`config.mk`:
```
export PLATFORM = sky130hd
export DESIGN_NAME = button_debouncer
export DESIGN_NICKNAME = d
export VERILOG_FILES = /design/src/rtl/btn_pkg.sv /design/src/rtl/debounce_channel.sv /design/src/rtl/button_debouncer.sv
export SDC_FILE = /design/constraint.sdc
export NUM_CORES = 1
export LEC_CHECK = 0
export CAP_MARGIN = 20
export CORE_MARGIN = 3
export CORE_UTILIZATION = 35
export DETAILED_ROUTE_END_ITERATION = 8
export GPL_TIMING_DRIVEN = 1
export PLACE_DENSITY_LB_ADDON = 0.2
export SYNTH_ARGS = -nofsm -noshare
export SYNTH_HDL_FRONTEND = slang
export SYNTH_SLANG_ARGS = --single-unit
```
`constraint.sdc`:
```
create_clock -name Clock -period 3.8 [get_ports Clock]
set_input_delay 0.76 -clock Clock [delete_from_list [all_inputs] [get_ports Clock]]
set_output_delay 0.76 -clock Clock [all_outputs]
set_load 0.05 [all_outputs]
```
`src/rtl/btn_pkg.sv`:
```
// Shared definitions for the push-button conditioning front end.
package btn_pkg;

    typedef enum logic [1:0] {
        IDLE_HI = 2'd0,
        CHK_LO  = 2'd1,
        IDLE_LO = 2'd2,
        CHK_HI  = 2'd3
    } chan_state_e;

    localparam int DEBOUNCE_10MS_50MHZ = 500000;

endpackage

```
`src/rtl/debounce_channel.sv`:
```
// One button channel: two-flop synchroniser, stability counter and a 4-state
// accept FSM producing a registered active-low clean level.
module debounce_channel
    import btn_pkg::*;
#(
    parameter int STABLE_CYCLES = DEBOUNCE_10MS_50MHZ,
    parameter int CNT_W         = 19
) (
    input  logic Clock,
    input  logic Reset,
    input  logic Raw,
    output logic Clean,
    output logic Checking
);

    localparam logic [CNT_W-1:0] CNT_LAST = CNT_W'(STABLE_CYCLES - 1);

    logic             s1_q, s1_d;
    logic             s2_q, s2_d;
    logic             clean_q, clean_d;
    logic [CNT_W-1:0] cnt_q, cnt_d;
    chan_state_e      state_q, state_d;

    always_ff @(posedge Clock) begin
        if (!Reset) begin
            s1_q    <= 1'b1;
            s2_q    <= 1'b1;
            clean_q <= 1'b1;
            cnt_q   <= '0;
            state_q <= IDLE_HI;
        end else begin
            s1_q    <= s1_d;
            s2_q    <= s2_d;
            clean_q <= clean_d;
            cnt_q   <= cnt_d;
            state_q <= state_d;
        end
    end

    always_comb begin
        s1_d    = Raw;
        s2_d    = s1_q;
        state_d = state_q;
        cnt_d   = cnt_q;
        clean_d = clean_q;
        unique case (state_q)
            IDLE_HI: begin
                clean_d = 1'b1;
                if (!s2_q) begin
                    state_d = CHK_LO;
                    cnt_d   = CNT_W'(1);
                end else begin
                    cnt_d   = '0;
                end
            end
            CHK_LO: begin
                // Any reversal throws away all accumulated credit.
                if (s2_q) begin
                    state_d = IDLE_HI;
                    cnt_d   = '0;
                end else if (cnt_q == CNT_LAST) begin
                    state_d = IDLE_LO;
                    clean_d = 1'b0;
                    cnt_d   = '0;
                end else begin
                    cnt_d   = cnt_q + CNT_W'(1);
                end
            end
            IDLE_LO: begin
                clean_d = 1'b0;
                if (s2_q) begin
                    state_d = CHK_HI;
                    cnt_d   = CNT_W'(1);
                end else begin
                    cnt_d   = '0;
                end
            end
            CHK_HI: begin
                if (!s2_q) begin
                    state_d = IDLE_LO;
                    cnt_d   = '0;
                end else if (cnt_q == CNT_LAST) begin
                    state_d = IDLE_HI;
                    clean_d = 1'b1;
                    cnt_d   = '0;
                end else begin
                    cnt_d   = cnt_q + CNT_W'(1);
                end
            end
            default: begin
                state_d = IDLE_HI;
                clean_d = 1'b1;
                cnt_d   = '0;
            end
        endcase
    end

    assign Clean    = clean_q;
    assign Checking = (state_q == CHK_LO) || (state_q == CHK_HI);

endmodule

```
`src/rtl/button_debouncer.sv`:
```
// NBTN independent debounce channels plus a registered any-channel-checking flag.
module button_debouncer
    import btn_pkg::*;
#(
    parameter int NBTN          = 4,
    parameter int STABLE_CYCLES = DEBOUNCE_10MS_50MHZ,
    parameter int CNT_W         = 19
) (
    input  logic            Clock,
    input  logic            Reset,
    input  logic [NBTN-1:0] BtnRaw,
    output logic [NBTN-1:0] BtnClean,
    output logic            Busy
);

    // The counter must be able to hold STABLE_CYCLES-1.
    if ((64'd1 << CNT_W) <= 64'(STABLE_CYCLES)) begin : g_bad_cnt_w
        $error("button_debouncer: CNT_W too small for STABLE_CYCLES");
    end

    logic [NBTN-1:0] checking;
    logic            busy_q, busy_d;

    for (genvar i = 0; i < NBTN; i++) begin : g_chan
        debounce_channel #(
            .STABLE_CYCLES(STABLE_CYCLES),
            .CNT_W        (CNT_W)
        ) u_chan (
            .Clock   (Clock),
            .Reset   (Reset),
            .Raw     (BtnRaw[i]),
            .Clean   (BtnClean[i]),
            .Checking(checking[i])
        );
    end

    always_comb begin
        busy_d = |checking;
    end

    always_ff @(posedge Clock) begin
        if (!Reset) busy_q <= 1'b0;
        else        busy_q <= busy_d;
    end

    assign Busy = busy_q;

endmodule

```
### After elaboration in Yosys (flattened, before gate mapping)

Cells that the tools add are included.

* bits in registers: 97
* bits of input ports: 6
* output and inout bits: 5
* word-level logic and storage cells: 162

* $add $sub $neg: 4
* equality and inequality tests: 48
* multiplexer cells: 72
* reduce and logical (&&, ||, !) cells: 17

Operators with widths (count)
* case mux 19 bit (4 select lines): 4
* two-way mux 19 bit: 12
* adder 19 x 1 -> 19 bit, second input constant: 4
* == test 19 bit, second input constant: 4
* two-way mux 2 bit: 24
* inequality test 2 x 1 -> 1 bit, second input constant: 16
* case mux 2 bit (4 select lines): 4
* AND reduction 4 bit: 8
* two-way mux 1 bit: 24
* == test 2 bit, second input constant: 8
* inequality test 2 bit, second input constant: 8
* case mux 1 bit (4 select lines): 4
* inequality test 3 x 1 -> 1 bit, second input constant: 4
* inequality test 3 bit, second input constant: 4
* == test 2 x 1 -> 1 bit, second input constant: 4
* logical NOT 2 bit: 4
* logical OR 1 bit: 4
* OR reduction 4 bit: 1

### Depth between registers and ports, before layout

Gate-level depths: netlist of the first run.

* depth in word-level cells: 4
* mapped depth: 8
* depth with buffers taken out: 7

### Modules after synthesis

Synthesis of the first run repeated with hierarchy kept, for this count alone.

* cell total of the unflattened synthesis: 519
* area, all modules: 5061.1 sq um

By module, submodules not included
* debounce_channel (g_chan[0].u_chan ...): instances 3, cells each 130, area an instance 1280.0 sq um, seq. area each 480.5 sq um
* debounce_channel (g_chan[3].u_chan): instances 1, cells each 127, area an instance 1189.9 sq um, seq. area each 480.5 sq um
* button_debouncer: instances 1, cells each 2, area an instance 31.3 sq um, seq. area each 20.0 sq um

### Least setup slack after synthesis of the first run

No wires, ideal clock.

* path type: input-to-reg
* from: input port Reset
* to: register g_chan[1].u_chan.cnt_q[14]
* setup time: 62 ps
* arrival: 1704 ps
* data required time: 3738 ps
* path slack: 2034 ps
* stages on the path: 5
* buffers on the path: 2
* cells stage by stage: inv_2 -> or4_1 -> buf_6 -> buf_12 -> nor2_4

RTL lines
* start: declaration: RTL line button_debouncer.sv:10 `input logic Reset,`
* end signal: assignment: RTL line debounce_channel.sv:35 `cnt_q <= cnt_d;`
* end: declaration: RTL line debounce_channel.sv:21 `logic [CNT_W-1:0] cnt_q, cnt_d;`

==> results.yml, run 1 <==
status:
  status: "finished, final reports clean"
floorplan:
  ioPinCount: 11
  chipHeight_um: 122.7
  die_area_um2: 15050
  die_w_um: 122.7
  core_area_um2: 13300
  start_util_pct: 35.85
  rows: 42
setup_path:
  critical_path.top_delay_family: "buffers and inverters"
  crit_chain: "clkdlybuf4s50_1 > buf_4 > inv_2 > or4_1 > buf_16 > nor2_4"
  critPathArrivalTime_ns: 2.81
  critPathBufInv: 4
  max_stage_delay_ns: 0.84
  required_ns: 4.09
  path_class: "primary input to flip-flop"
  startpoint_type: "primary input"
  end_kind: "flip-flop"
  crit_slowest_cell: "or4_1"
  crit_fanout: 19
global_route:
  grt_busiest_layer: "met2"
  met2_usage_pct: 18.82
  grt_use_total_pct: 12.24
  grt_pass1_wl_um: 14870
  grt_max_degree: 20
  met3_usage_pct: 2.581
  use_met1_pct: 15.97
  overflow: 0
  grt_pass1_vias: 3287
  antenna_found_initial: 0
job:
  maxCapViolCount: 0
cells_and_area:
  synthToLayoutAreaGrowth_pct: 10.58
  layout-drive-gt1-share_pct: 8.190
  nets: 550
  final_cell_mix: "dfxtp_1, nor2_1, xor2_1, nand2_1, nand3_1"
  antenna_cells: 0
  nFillCells: 1332
  final_common_cell: "dfxtp_1"
yosys:
  ys.flop_type: "dfxtp_1"
  synth.net_count: 546
  synth_edf_count: 0
  netlist_instances: 516
  yosysWarnings: 0
  async_flop_share_pct: 0
  synth.avg_cell_area_um2: 9.236
  synth_area_um2: 4766
  ys_seq_area_share_pct: 40.75
  synth_cell_type_count: 54
  ys_ff_latch: 97
sta:
  rsz0062_at_grt: "false"
  fin_tns_setup_ns: 0
  slew_headroom_pct: 55.34
  setup-violations-final: 0
  post-route-period-util_pct: 66.26
  min_period_ns: 2.518
  slew_viol_final: 0
  worst_slew_pin_slew_ns: 0.6649
  finalClockSkew_ns: 0.007819
  hold_violations: 0
  fmax_mhz: 397.2
placed_design:
  routabilityCongestion: 0.8191
  dp_hpwl_um: 5813
  io_buffers: 10
power:
  power_mw: 2.764
  peakVddDrop_v: 0.0002988
  power_leakage_nw: 1.781
  p_per_area_nw_per_um2: 524.5
drt:
  wl_per_cell_um: 11.89
  routed_wl_um: 8334
  via_per_inst: 4.839
  initialDrtViolationCount: 158
  drc_errors: 0
  ant_nets: 0
  vias: 3392
  dr.pass1.iters: 4
cts:
  cts_setup_buffers: 0
  clkSlewWorstSetupHoldPaths_ns: 0.06
  clock_latency_ns: 0.35
  ctsHoldBuffers: 0
  cts_sinks: 97
  cts_resized: 0
  numCtsBuffers: 9
  clock_tree.root_cell: "clkbuf_16"
  tritoncts: "built"
  h-tree-depth: 3
  cts_max_path_buffers: 2
worst_hold_path:
  hp-class: "flip-flop to flip-flop"
layer usage:
| metal | share of wire [%] | vias to the layer above |
|---|---|---|
| met5 | 0 | - |
| met1 | 50 | 1568 |
| met4 | 2.6 | 0 |
| met3 | 2.6 | 13 |
| li1 | - | 1782 |
| met2 | 45 | 29 |
flip-flops by register name (all words and copies together), names as in the netlist, named ones only:
name,flops
g_chan.u_chan.s1_q,4
g_chan.u_chan.state_q,4
Busy,1
g_chan.u_chan.Clean,4
g_chan.u_chan.s2_q,4
g_chan.u_chan.cnt_q,76
power by group:
part           switching [mW]  internal (mW)  total [mW]  leakage, nW
clock                   0.380          0.564       0.944        0.153
sequential             0.0806           1.10        1.18        0.786
combinational           0.373          0.271       0.644        0.842
final cells by class:
cell class,count,area (um2),share of cell area (%)
multi-input cells,385,2608,49.48
flip-flops and latches,97,1942,36.85
clock buffers,14,274.0,5.199
well taps,176,220.2,4.179
repair buffers,12,135.1,2.564
inverters,15,56.30,1.068
clock inverters,2,35.03,0.6648
Yosys cell counts, types with 3 or more instances:
library cell | count | area (um2)
mux2_2 | 5 | 56.30
xnor2_1 | 25 | 219.0
clkbuf_1 | 3 | 11.26
ha_1 | 24 | 300.3
buf_2 | 4 | 20.02
nand2b_1 | 8 | 50.05
mux2i_1 | 6 | 60.06
xor2_1 | 43 | 376.6
a21oi_1 | 7 | 35.03
buf_6 | 7 | 78.83
a211oi_1 | 5 | 37.54
nor4bb_1 | 3 | 30.03
and2_1 | 3 | 18.77
nor4_1 | 6 | 37.54
nand3_1 | 32 | 160.2
nand4_1 | 18 | 112.6
nor2_1 | 84 | 315.3
o31a_1 | 4 | 35.03
nor2_4 | 9 | 101.4
inv_1 | 14 | 52.55
nor2b_1 | 4 | 25.02
and4_1 | 6 | 52.55
o22ai_1 | 3 | 18.77
nor3_1 | 8 | 40.04
a311oi_1 | 3 | 26.28
and3_1 | 15 | 93.84
dfxtp_1 | 97 | 1942
buf_4 | 4 | 30.03
nor4b_1 | 3 | 26.28
nand2_1 | 32 | 120.1
kinds of logic (layout without fill, tap and decap cells):
| family | Yosys count | count (layout) | synth area share [%] |
|---|---|---|---|
| mux | 12 | 12 | 2.757 |
| buf+inv | 34 | 43 | 4.542 |
| fa+ha+maj | 24 | 24 | 6.301 |
| flops | 97 | 97 | 40.75 |
| xor+xnor | 68 | 68 | 12.50 |
| compound gates | 36 | 36 | 5.592 |
| simple gates | 245 | 245 | 27.57 |
final timing paths:
path                                        startpoint                                    end  slack (ns)  cells after the start
setup reg to reg  g_chan[2].u_chan.cnt_q[0]$_SDFF_PN0_  g_chan[2].u_chan.cnt_q[11]$_SDFF_PN0_        1.70                      6
hold / removal        g_chan[2].u_chan.s1_q$_SDFF_PN1_       g_chan[2].u_chan.s2_q$_SDFF_PN1_        0.41                      1
setup / recovery                                 Reset  g_chan[1].u_chan.cnt_q[15]$_SDFF_PN0_        1.28                      6
hold reg to reg       g_chan[2].u_chan.s1_q$_SDFF_PN1_       g_chan[2].u_chan.s2_q$_SDFF_PN1_        0.41                      1
per-stage QoR:
stage / cell area (um2) / hold WS [ns] / cells / setup WS (ns) / utilization (%)
3_3_place_gp: 4933 / 0.3911 / 684 / 0.8189 / 37.11
4_1_cts: 5243 / 0.4099 / 700 / 1.138 / 39.43
5_1_grt: 5270 / 0.4258 / 701 / 1.151 / 39.64
3_5_place_dp: 4933 / 0.3948 / 684 / 0.7959 / 37.11
2_1_floorplan: 4766 / 0.3863 / 516 / 2.034 / -
6_report: 5270 / 0.4077 / 701 / 1.282 / 39.64
Note: power is estimated with default switching activity, not from simulation.
==> inputs of run 2 (changes only) <==
==> constraint.sdc (replaced) <==
create_clock -name Clock -period 2.6 [get_ports Clock]
set_input_delay 0.52 -clock Clock [delete_from_list [all_inputs] [get_ports Clock]]
set_output_delay 0.52 -clock Clock [all_outputs]
set_load 0.05 [all_outputs]
==> run 2 against run 1 <==
Clock power increased by 35%. Wire length rose by 0.92%. Sequential share of layout area grew 0.25 points. Combinational power increased by 46%. First-iteration DRC count down 33%. Die area is the same. Non-clock buffer count increased by 1.
==> results.yml, run 2 (synthesis gave the netlist of run 1 again) <==
setup_path:
  crit_chain: "ha_1 > and4_1 > nand4_1 > o21ai_2 > or3_1 > nor2_1"
  required_ns: 2.80
  path_class: "flip-flop to flip-flop"
  max_stage_delay_ns: 0.55
  end_kind: "flip-flop"
  startpoint_type: "flip-flop"
  critPathArrivalTime_ns: 2.30
  crit_fanout: 18
  crit_slowest_cell: "or3_1"
status:
  status: "finished, final reports clean"
power:
  peakVddDrop_v: 0.0004363
  clockPowerShare_pct: 32.3
  combPwrFrac_pct: 23.9
  p_per_area_nw_per_um2: 748.9
  power_mw: 3.920
  power_leakage_nw: 1.763
  p_int_mw: 2.727
  seqPwrFrac_pct: 43.7
  swShare_pct: 30.44
  p_sw_mw: 1.193
cts:
  clkSlewWorstSetupHoldPaths_ns: 0.06
  clock_tree.root_cell: "clkbuf_16"
  cts_setup_buffers: 0
  ctsHoldBuffers: 0
  clock_latency_ns: 0.34
  numCtsBuffers: 9
  cts_resized: 0
  h-tree-depth: 3
  tritoncts: "built"
  cts_max_path_buffers: 2
  cts_sinks: 97
cells_and_area:
  nets: 551
  nFillCells: 1301
  multi_input_area_um2: 2608
  regArea_um2: 1942
  instances_no_fill: 702
  largest_register_ff_count: 76
  top_register: "g_chan.u_chan.cnt_q"
  synthToLayoutAreaGrowth_pct: 9.845
  final_cell_mix: "dfxtp_1, nor2_1, xor2_1, nand2_1, nand3_1"
  layout-drive-gt1-share_pct: 8.175
  antenna_cells: 0
  final_common_cell: "dfxtp_1"
  fin_util_pct: 39.38
sta:
  finalClockSkew_ns: 0.006420
  setup_ws_ns: 0.4984
  rsz0062_at_grt: "false"
  fmax_mhz: 475.8
  fin_tns_setup_ns: 0
  min_period_ns: 2.102
  hold_violations: 0
  post-route-period-util_pct: 80.83
  slew_viol_final: 0
  worst_slew_pin_slew_ns: 0.6818
  slew_headroom_pct: 54.19
  setup-violations-final: 0
placed_design:
  dp_hpwl_um: 5965
  io_buffers: 10
  place_inst: 686
  post-place-ws_ns: 0.4635
  routabilityCongestion: 0.8078
global_route:
  grt_max_degree: 20
  grt_pass1_vias: 3279
  antenna_found_initial: 0
  grt_pass1_wl_um: 14810
  grt_use_total_pct: 12.11
  overflow: 0
floorplan:
  start_util_pct: 35.85
  rows: 42
  chipHeight_um: 122.7
  die_area_um2: 15050
  die_w_um: 122.7
  ioPinCount: 11
  core_area_um2: 13300
worst_hold_path:
  hp-class: "flip-flop to flip-flop"
drt:
  wl_per_cell_um: 11.98
  dr.pass1.iters: 4
  initialDrtViolationCount: 106
  ant_nets: 0
  drc_errors: 0
  vias: 3415
  via_per_inst: 4.865
  routed_wl_um: 8411
job:
  maxCapViolCount: 0
run 2: cell types whose count changed in the layout (fill, tap and decap cells not counted), sizes merged:
cell	change
buf	+1
clkbuf	+1
bufinv	-1
run 2: routing by layer:
metal | track usage, % | part of all wire, % | vias to the layer above
met5 | 0 | 0 | -
met4 | 5.318 | 1.7 | 0
met3 | 3.134 | 3.5 | 13
met2 | 19.51 | 47 | 39
met1 | 15.26 | 48 | 1581
li1 | - | - | 1782
run 2: per-stage QoR:
stage,hold slack [ns],instance area [um2]
global placement,0.3914,4949
detailed placement,0.3961,4949
CTS,0.4133,5235
finish,0.4085,5235
floorplan,0.3863,4766
global route,0.4315,5235
run 2: path summary, 6_finish.rpt:
| path | from | endpoint | slack (ns) | cells after the start |
|---|---|---|---|---|
| min reg2reg | g_chan[2].u_chan.s1_q$_SDFF_PN1_ | g_chan[2].u_chan.s2_q$_SDFF_PN1_ | 0.41 | 1 |
| min | g_chan[2].u_chan.s1_q$_SDFF_PN1_ | g_chan[2].u_chan.s2_q$_SDFF_PN1_ | 0.41 | 1 |
| max | g_chan[2].u_chan.cnt_q[0]$_SDFF_PN0_ | g_chan[2].u_chan.cnt_q[12]$_SDFF_PN0_ | 0.50 | 6 |
| max reg2reg | g_chan[2].u_chan.cnt_q[0]$_SDFF_PN0_ | g_chan[2].u_chan.cnt_q[12]$_SDFF_PN0_ | 0.50 | 6 |
run 2: power groups by stage:
stage	registers [mW]	clock network [mW]	logic [mW]
global placement	1.75	0	0.927
global route	1.74	1.39	1.07
floorplan	1.74	0	0.764
finish	1.71	1.27	0.938
detailed placement	1.75	0	0.946
CTS	1.72	1.33	0.951
run 2: final cells by class:
type / instances / area share (%)
multi-input cells: 385 / 49.81
flip-flops and latches: 97 / 37.09
clock buffers: 15 / 5.306
well taps: 176 / 4.206
repair buffers: 13 / 2.342
inverters: 15 / 1.076
clock inverters: 1 / 0.1673
run 2: critical path: cells and delay by family (launching register included):
family                   cells  cell delay, ns
AND/OR/NAND/NOR              4            1.09
flip-flops                   1            0.38
AO/OA/AOI/OAI                1            0.26
adder cells (fa/ha/maj)      1            0.24
==> inputs of run 3 (changes only) <==
==> constraint.sdc (replaced) <==
create_clock -name Clock -period 2.1 [get_ports Clock]
set_input_delay 0.42 -clock Clock [delete_from_list [all_inputs] [get_ports Clock]]
set_output_delay 0.42 -clock Clock [all_outputs]
set_load 0.05 [all_outputs]
==> run 3 against run 2 <==
Non-clock buffer count grew 8. Global-route usage grew 0.43 points. Sequential power grew 24%. Final cell count grew 1.0%. Critical endpoint is now BtnClean[1]. Largest cell class unchanged.
==> results.yml, run 3 (synthesis gave the netlist of run 1 again) <==
sta:
  fmax_mhz: 515.3
  hold_violations: 0
  worst_slew_pin_slew_ns: 0.5013
  rsz0062_at_grt: "false"
  setup-violations-final: 0
  slew_headroom_pct: 66.48
  fin_tns_setup_ns: 0
  slew_viol_final: 0
  min_period_ns: 1.941
  post-route-period-util_pct: 92.42
  finalClockSkew_ns: 0.003638
setup_path:
  end_kind: "output pin"
  r2r_slack_ns: 0.24
  startpoint_type: "flip-flop"
  crit_slowest_cell: "clkdlybuf4s50_1"
  max_stage_delay_ns: 0.82
  rr_startpoint: "g_chan[0].u_chan.state_q[0]$_SDFFE_PN0P_"
  required_ns: 1.68
  path_class: "flip-flop to output pin"
  crit_fanout: 2
  critPathBufInv: 1
  crit_chain: "clkdlybuf4s50_1"
  reg2reg_depth: 7
  critPathArrivalTime_ns: 1.52
  critical_path.top_delay_family: "buffers and inverters"
cells_and_area:
  nets: 559
  final_common_cell: "dfxtp_1"
  synthToLayoutAreaGrowth_pct: 11.60
  final_cell_mix: "dfxtp_1, nor2_1, xor2_1, nand2_1, nand3_1"
  layout-drive-gt1-share_pct: 9.568
  nFillCells: 1308
  top_register: "g_chan.u_chan.cnt_q"
  antenna_cells: 0
  final_cell_area_um2: 5319
  largest_register_ff_count: 76
placed_design:
  io_buffers: 10
  routabilityCongestion: 0.7737
  place_area_um2: 5021
  dp_hpwl_um: 6093
cts:
  h-tree-depth: 3
  numCtsBuffers: 9
  clock_tree.root_cell: "clkbuf_16"
  ctsHoldBuffers: 0
  clock_latency_ns: 0.34
  cts_resized: 0
  cts_max_path_buffers: 2
  cts_setup_buffers: 0
  cts_sinks: 97
  tritoncts: "built"
  clkSlewWorstSetupHoldPaths_ns: 0.06
status:
  status: "finished, final reports clean"
drt:
  initialDrtViolationCount: 116
  ant_nets: 0
  routed_wl_um: 8557
  vias: 3438
  dr.pass1.iters: 4
  drc_errors: 0
  via_per_inst: 4.849
  wl_per_cell_um: 12.07
global_route:
  grt_pass1_wl_um: 15210
  grt_max_degree: 20
  grt_use_total_pct: 12.54
  overflow: 0
  grt_pass1_vias: 3326
  antenna_found_initial: 0
power:
  p_per_area_nw_per_um2: 933.2
  peakVddDrop_v: 0.0005646
  power_leakage_nw: 1.809
floorplan:
  rows: 42
  start_util_pct: 35.85
  die_w_um: 122.7
  die_area_um2: 15050
  ioPinCount: 11
  core_area_um2: 13300
  chipHeight_um: 122.7
worst_hold_path:
  min_to: "g_chan[0].u_chan.s2_q$_SDFF_PN1_"
  holdPathStages: 1
  min-delay-start: "g_chan[0].u_chan.s1_q$_SDFF_PN1_"
  hp-class: "flip-flop to flip-flop"
job:
  maxCapViolCount: 0
## run 3: cell types whose count changed in the layout (fill, tap and decap cells not counted)
cell	previous run	this run
buf_4	3	10
buf_12	0	1
bufinv_16	0	1
clkbuf_1	3	2
clkbuf_8	3	2
clkinv_4	1	0
clkinvlp_4	0	1
## run 3: worst max path at each step
stage / end / slack, ns / from / cells past startpoint
4_1_cts: BtnClean[1] / 0.12 / g_chan[1].u_chan.Clean$_SDFFE_PN1P_ / 1
5_1_grt: flip-flop / 0.08 / g_chan[0].u_chan.state_q[0]$_SDFFE_PN0P_ / 7
3_3_place_gp: g_chan[1].u_chan.cnt_q[11]$_SDFF_PN0_ / 0.18 / Reset / 5
2_1_floorplan: g_chan[1].u_chan.cnt_q[14]$_SDFF_PN0_ / 0.39 / g_chan[1].u_chan.cnt_q[0]$_SDFF_PN0_ / 8
6_report: BtnClean[1] / 0.16 / g_chan[1].u_chan.Clean$_SDFFE_PN1P_ / 1
3_5_place_dp: g_chan[1].u_chan.cnt_q[9]$_SDFF_PN0_ / 0.15 / Reset / 5
## run 3: power by group
group / internal, mW / switching, mW
Combinational: 0.498 / 0.680
Sequential: 1.98 / 0.143
Clock: 0.983 / 0.678
## run 3: per-layer routing
layer / vias up / wire [um] / track usage [%]
met2: 38 / 3850 / 19.37
met3: 9 / 276 / 3.364
li1: 1799 / - / -
met1: 1592 / 4294 / 16.45
met4: 0 / 136 / 5.458
met5: - / 0 / 0
## run 3: per-stage QoR
| stage | util [%] | hold WS, ns | std cells | worst slack [ns] | total power, mW |
|---|---|---|---|---|---|
| after global placement | 37.77 | 0.3931 | 694 | 0.1766 | 3.327 |
| after CTS | 40.01 | 0.4089 | 709 | 0.1225 | 5.051 |
| final | 40.01 | 0.4054 | 709 | 0.1592 | 4.963 |
| after detailed placement | 37.77 | 0.3936 | 694 | 0.1484 | 3.349 |
| after floorplan | - | 0.3863 | 516 | 0.3866 | 3.101 |
| after global routing | 40.01 | 0.4345 | 709 | 0.07638 | 5.277 |
## run 3: final cells by class
cell class / instances / area, um2 / share of cell area (%)
Clock inverter: 2 / 37.54 / 0.7057
Sequential cell: 97 / 1942 / 36.51
Inverter: 15 / 56.30 / 1.059
Tap cell: 176 / 220.2 / 4.140
Multi-Input combinational cell: 385 / 2608 / 49.02
Timing Repair Buffer: 21 / 195.2 / 3.670
Clock buffer: 13 / 260.3 / 4.893
